## src/rtl/rs232_pkg.sv

```systemverilog
// Constants shared by the RS-232 frame receive and transmit paths.
package rs232_pkg;

  typedef enum logic [1:0] {
    ST_SYNC = 2'd0,
    ST_CMD  = 2'd1,
    ST_LEN  = 2'd2,
    ST_DATA = 2'd3
  } state_t;

  localparam logic [7:0] FRAME_START = 8'hFF;

  localparam logic [7:0] CMD_KEY  = 8'd0;
  localparam logic [7:0] CMD_SW   = 8'd1;
  localparam logic [7:0] CMD_ECHO = 8'd4;

endpackage

```

## src/rtl/rs232_idle_timer.sv

```systemverilog
// Inter-byte idle timer: counts cycles while run is high, expires after TIMEOUT_CYCLES quiet cycles.
module rs232_idle_timer #(
  parameter int unsigned TIMEOUT_CYCLES = 50000
) (
  input  logic clk,
  input  logic rst_n,
  input  logic clear,
  input  logic run,
  output logic expired
);

  localparam int unsigned CW = (TIMEOUT_CYCLES > 1) ? $clog2(TIMEOUT_CYCLES) : 1;
  localparam logic [CW-1:0] LAST = CW'(TIMEOUT_CYCLES - 1);

  logic [CW-1:0] count;

  always_ff @(posedge clk or negedge rst_n) begin
    if (!rst_n) begin
      count <= '0;
    end else if (clear || !run) begin
      count <= '0;
    end else if (count != LAST) begin
      count <= count + 1'b1;
    end
  end

  // A byte arriving on the expiry cycle wins over the timeout.
  assign expired = run && !clear && (count == LAST);

endmodule

```

## src/rtl/rs232_frame_decoder.sv

```systemverilog
// Parses FF/cmd/len/data frames from the uart byte stream into command, length and LE data word.
// Optional inter-byte timeout is built when RS232_FRAME_TIMEOUT_EN is defined.
module rs232_frame_decoder
  import rs232_pkg::*;
#(
  parameter int unsigned MAX_LEN = 4
`ifdef RS232_FRAME_TIMEOUT_EN
  , parameter int unsigned TIMEOUT_CYCLES = 50000
`endif
) (
  input  logic                 CLOCK_50,
  input  logic                 RESET_N,
  input  logic [7:0]           RX_DATA,
  input  logic                 RX_RECV,
  output logic [7:0]           FRM_CMD,
  output logic [7:0]           FRM_LEN,
  output logic [8*MAX_LEN-1:0] FRM_DATA,
  output logic                 FRM_VALID,
  output logic                 FRM_ERR,
  output logic [1:0]           DBG_STATE
);

  localparam int unsigned IW = $clog2(MAX_LEN + 1);
  localparam int unsigned DW = 8 * MAX_LEN;

  state_t          state, state_next;
  logic [7:0]      cmd_q, len_q;
  logic [DW-1:0]   data_q, data_merged;
  logic [IW-1:0]   idx_q;
  logic            publish, reject, last_byte, timeout;

  assign DBG_STATE = state;
  assign last_byte = ((8'(idx_q) + 8'd1) == len_q);

`ifdef RS232_FRAME_TIMEOUT_EN
  rs232_idle_timer #(
    .TIMEOUT_CYCLES(TIMEOUT_CYCLES)
  ) u_idle_timer (
    .clk    (CLOCK_50),
    .rst_n  (RESET_N),
    .clear  (RX_RECV),
    .run    (state != ST_SYNC),
    .expired(timeout)
  );
`else
  assign timeout = 1'b0;
`endif

  // Shift register with the current byte merged in, so the last byte publishes on its own edge.
  always_comb begin
    data_merged = data_q;
    for (int i = 0; i < int'(MAX_LEN); i++) begin
      if (idx_q == IW'(i)) data_merged[8*i +: 8] = RX_DATA;
    end
  end

  always_ff @(posedge CLOCK_50 or negedge RESET_N) begin
    if (!RESET_N) state <= ST_SYNC;
    else          state <= state_next;
  end

  always_comb begin
    state_next = state;
    publish    = 1'b0;
    reject     = 1'b0;
    if (RX_RECV) begin
      case (state)
        ST_SYNC: if (RX_DATA == FRAME_START) state_next = ST_CMD;
        ST_CMD:  state_next = ST_LEN;
        ST_LEN: begin
          if (RX_DATA == 8'd0) begin
            publish    = 1'b1;
            state_next = ST_SYNC;
          end else if (32'(RX_DATA) > MAX_LEN) begin
            reject     = 1'b1;
            state_next = ST_SYNC;
          end else begin
            state_next = ST_DATA;
          end
        end
        ST_DATA: begin
          if (last_byte) begin
            publish    = 1'b1;
            state_next = ST_SYNC;
          end
        end
        default: state_next = ST_SYNC;
      endcase
    end else if (timeout) begin
      reject     = 1'b1;
      state_next = ST_SYNC;
    end
  end

  always_ff @(posedge CLOCK_50 or negedge RESET_N) begin
    if (!RESET_N) begin
      cmd_q     <= '0;
      len_q     <= '0;
      data_q    <= '0;
      idx_q     <= '0;
      FRM_CMD   <= '0;
      FRM_LEN   <= '0;
      FRM_DATA  <= '0;
      FRM_VALID <= 1'b0;
      FRM_ERR   <= 1'b0;
    end else begin
      FRM_VALID <= publish;
      FRM_ERR   <= reject;
      if (RX_RECV) begin
        case (state)
          ST_CMD: cmd_q <= RX_DATA;
          ST_LEN: begin
            len_q  <= RX_DATA;
            data_q <= '0;
            idx_q  <= '0;
          end
          ST_DATA: begin
            data_q <= data_merged;
            idx_q  <= idx_q + 1'b1;
          end
          default: ;
        endcase
      end
      // All three outputs move together so downstream never sees a mixed frame.
      if (publish) begin
        FRM_CMD  <= cmd_q;
        FRM_LEN  <= (state == ST_LEN) ? RX_DATA : len_q;
        FRM_DATA <= (state == ST_LEN) ? '0 : data_merged;
      end
    end
  end

endmodule

```

## config.mk

```make
export PLATFORM = sky130hd
export DESIGN_NAME = rs232_frame_decoder
export DESIGN_NICKNAME = d
export VERILOG_FILES = /design/src/rtl/rs232_pkg.sv /design/src/rtl/rs232_idle_timer.sv /design/src/rtl/rs232_frame_decoder.sv
export SDC_FILE = /design/constraint.sdc
export NUM_CORES = 1
export LEC_CHECK = 0
export ABC_AREA = 1
export CORE_ASPECT_RATIO = 1.5
export CORE_UTILIZATION = 50
export DETAILED_ROUTE_END_ITERATION = 8
export DONT_BUFFER_PORTS = 1
export GPL_TIMING_DRIVEN = 0
export MAX_ROUTING_LAYER = met4
export PLACE_DENSITY = 0.71
export SLEW_MARGIN = 15
export SYNTH_ARGS = -nofsm -noshare
export SYNTH_HDL_FRONTEND = slang
export SYNTH_SLANG_ARGS = --single-unit
```

## constraint.sdc

```tcl
create_clock -name CLOCK_50 -period 1.7 [get_ports CLOCK_50]
set_input_delay 0.255 -clock CLOCK_50 [delete_from_list [all_inputs] [get_ports CLOCK_50]]
set_output_delay 0.255 -clock CLOCK_50 [all_outputs]
set_load 0.03 [all_outputs]
```

==> results.cfg <==
[status]
outcome = finished, violations left
violations = negative hold slack, negative setup slack

[synth]
ys_seq_area_share_pct = 54.63
synth.distinct_cells = 26
ys_warn_count = 0
ys_seq_elements = 103
synth-edff-count = 0
synthTopCellsByCount = nand2_1 (166), dfrtp_1 (103), o21ai_0 (63)
netlist_top_cells_area = dfrtp_1 (55%), nand2_1 (13%), o21ai_0 (6.7%)
synth.cell_area_sq_um = 4718
syn-instance-count = 564
postSynth.asyncResetShare_pct = 100.0
synth_top_area_share_pct = 54.63
synth.avg_cell_area_sq_um = 8.366
syn_nets = 580
synth_area_leader_cell = dfrtp_1
synth_ff_type = dfrtp_1
synth_most_common_cell = nand2_1

[drt]
ant_nets = 0
firstDrtPassIters = 5
routed_wl_mm = 11.47
wire_per_inst_um = 16.34
vias = 3886
dr.first_iter.drc_count = 216
routed_via_density = 5.536
drc = 0

[setup_path]
end_kind = flip-flop
path_class = flip-flop to flip-flop
regToRegSetupSlack_ns = -0.26
cp_data_required_time_ns = 1.95
worstSetupStartpoint = idx_q[0]$_DFFE_PN0P_
crit_path_max_fanout = 10
reg2reg_to = FRM_DATA[22]$_DFFE_PN0P_
rr_worst_depth = 12
rr_startpoint = idx_q[0]$_DFFE_PN0P_
cp-start-kind = flip-flop
worst_ep_arrival_time_ns = 2.21

[cts]
cts_tree = done
cts_htree_levels = 3
cts_buffers = 9
clk_pin_slew_ns = 0.07
cts_root_buffer = clkbuf_16
insertion_delay_ns = 0.35
cts_buffer_depth = 2
clock_sinks = 103

[die]
rows = 43
initial_core_util_pct = 51.29
dieArea_sq_um = 9837
core-area_sq_um = 9200
die_h_um = 121.0
io_pins = 63
fp.dieW_um = 81.32

[sta]
timing.slew.headroom_pct = 69.24
rsz0062_at_grt = true
tightest_slew_ns = 0.4614
drv_slew = 0
hold_viol = 103
finClkSkew_ns = 0.007731
whs_ns = -0.4072
fin_crit_ns = 1.963
fmax_ghz = 0.5095
setup_viol = 53
post-route-period-util_pct = 115.5
fin_ws_ns = -0.2628

[global_routing]
grt_pass1_wl_mm = 18.66
antenna_found_initial = 0
track_usage_pct = 26.35
grt_pass1_vias = 3940
overflow = 0
grt_max_degree = 104

[placement]
place_area_sq_um = 4877
hpwl_mm = 7.864
place_inst = 676
gp_congestion = 0.8790
dp_slack_ns = -0.3593
port_buffers = 0

[power]
p_comb_share_pct = 31.7
p_sw_w = 0.004030
clock_power_share_pct = 21.7
p_int_w = 0.005585
leakagePower_nw = 2.779
total_power_w = 0.009615
vdd_drop_max_v = 0.0008697
pwr-share-seq_pct = 46.6
powerDensity_nw_per_um2 = 1788
swShare_pct = 41.92

[layout]
design_area_sq_um = 5376
fin_nets = 602
stdcell_count = 702
n_antenna_cell = 0
area_growth_pct = 13.95
drive_gt1_share_pct = 17.12

[flow_run]
maxCapViolations = 0

[hold_path]
hold_path.class = primary input to asynchronous set/reset pin
==> worst max path at each step <==
stage	end	slack, ns
finish	FRM_DATA[22]$_DFFE_PN0P_	-0.26
global route	FRM_DATA[14]$_DFFE_PN0P_	-0.36
CTS	FRM_DATA[26]$_DFFE_PN0P_	-0.24
detailed placement	FRM_DATA[22]$_DFFE_PN0P_	-0.36
global placement	FRM_DATA[22]$_DFFE_PN0P_	-0.32
floorplan	FRM_DATA[22]$_DFFE_PN0P_	-0.09
==> worst max-delay path: stages, from the launching register on <==
cell and delay, ns:
dfrtp_2 0.45, ha_4 0.18, ha_4 0.27, inv_2 0.03, nand2_1 0.05, nand2_1 0.06
nor2_2 0.12, nand4_2 0.12, nand2_4 0.18, nand2_8 0.12, buf_12 0.17, nand2_2 0.06
nand2_2 0.05
==> cells in the final DEF, fill, tap and decap left out, types with 4 or more instances in the layout <==
cell type	n
dfrtp_1	99
o22ai_1	26
buf_2	7
dfrtp_2	4
nand2_1	150
o21ai_0	62
inv_2	10
clkbuf_1	10
nand3_1	47
nand2_4	4
clkbuf_16	9
nand4_1	4
nor2_1	44
nand2_2	26
inv_1	40
buf_4	14
==> routing by layer <==
| layer | vias to the layer above | GRT usage [%] | routed length [um] |
|---|---|---|---|
| met5 | - | - | 0 |
| met4 | 0 | 19.64 | 707 |
| met3 | 53 | 4.887 | 433 |
| met2 | 109 | 42.55 | 5949 |
| met1 | 1862 | 28.05 | 4380 |
| li1 | 1862 | - | - |
==> power groups by stage <==
| stage | Clock, W | Sequential, W | Combinational [W] |
|---|---|---|---|
| after floorplan | 0 | 0.00435 | 0.00217 |
| after global placement | 0 | 0.00446 | 0.00264 |
| after detailed placement | 0 | 0.00450 | 0.00274 |
| after CTS | 0.00212 | 0.00447 | 0.00291 |
| after global routing | 0.00222 | 0.00457 | 0.00348 |
| final | 0.00208 | 0.00448 | 0.00305 |
==> metrics by stage <==
| step | TNS [ns] | util, % |
|---|---|---|
| global placement | -16.40 | 53.01 |
| finish | -11.82 | 58.44 |
| detailed placement | -18.16 | 53.01 |
| global route | -18.25 | 58.44 |
| floorplan | -3.266 | - |
| CTS | -11.03 | 57.47 |
==> registers in the layout, indices dropped and copies added (netlist names) <==
signal / cells
FRM_ERR: 1
FRM_CMD: 8
data_q: 32
FRM_VALID: 1
len_q: 8
FRM_DATA: 32
FRM_LEN: 8
cmd_q: 8
DBG_STATE: 2
idx_q: 3
==> cell families (layout without fill, tap and decap cells) <==
logic type	after synthesis	count (layout)	synth area share [%]
buf+inv	81	107	7.664
fa+ha+maj	5	5	1.326
simple gates	283	283	25.86
flops	103	103	54.63
compound gates	92	92	10.53
==> repair_timing <==
item | in CTS | in global routing
setup buffers | 9 | 1
resized for setup | 14 | 27
setup endpoints to repair | 90 | 90
pin swaps | 6 | 9
cloned | 1 | 0
endpoints found under the hold margin | 103 | 103
==> final cells by class <==
type | instances | area, sq um
Sequential cell | 103 | 2582
Clock buffer | 12 | 256.5
Tap cell | 112 | 140.1
Timing Repair Buffer | 11 | 86.33
Inverter | 52 | 197.7
Fill cell | 839 | 3824
Buffer | 29 | 187.7
Clock inverter | 3 | 42.54
Multi-Input combinational cell | 380 | 1883
Note: power is estimated with default switching activity, not from simulation.
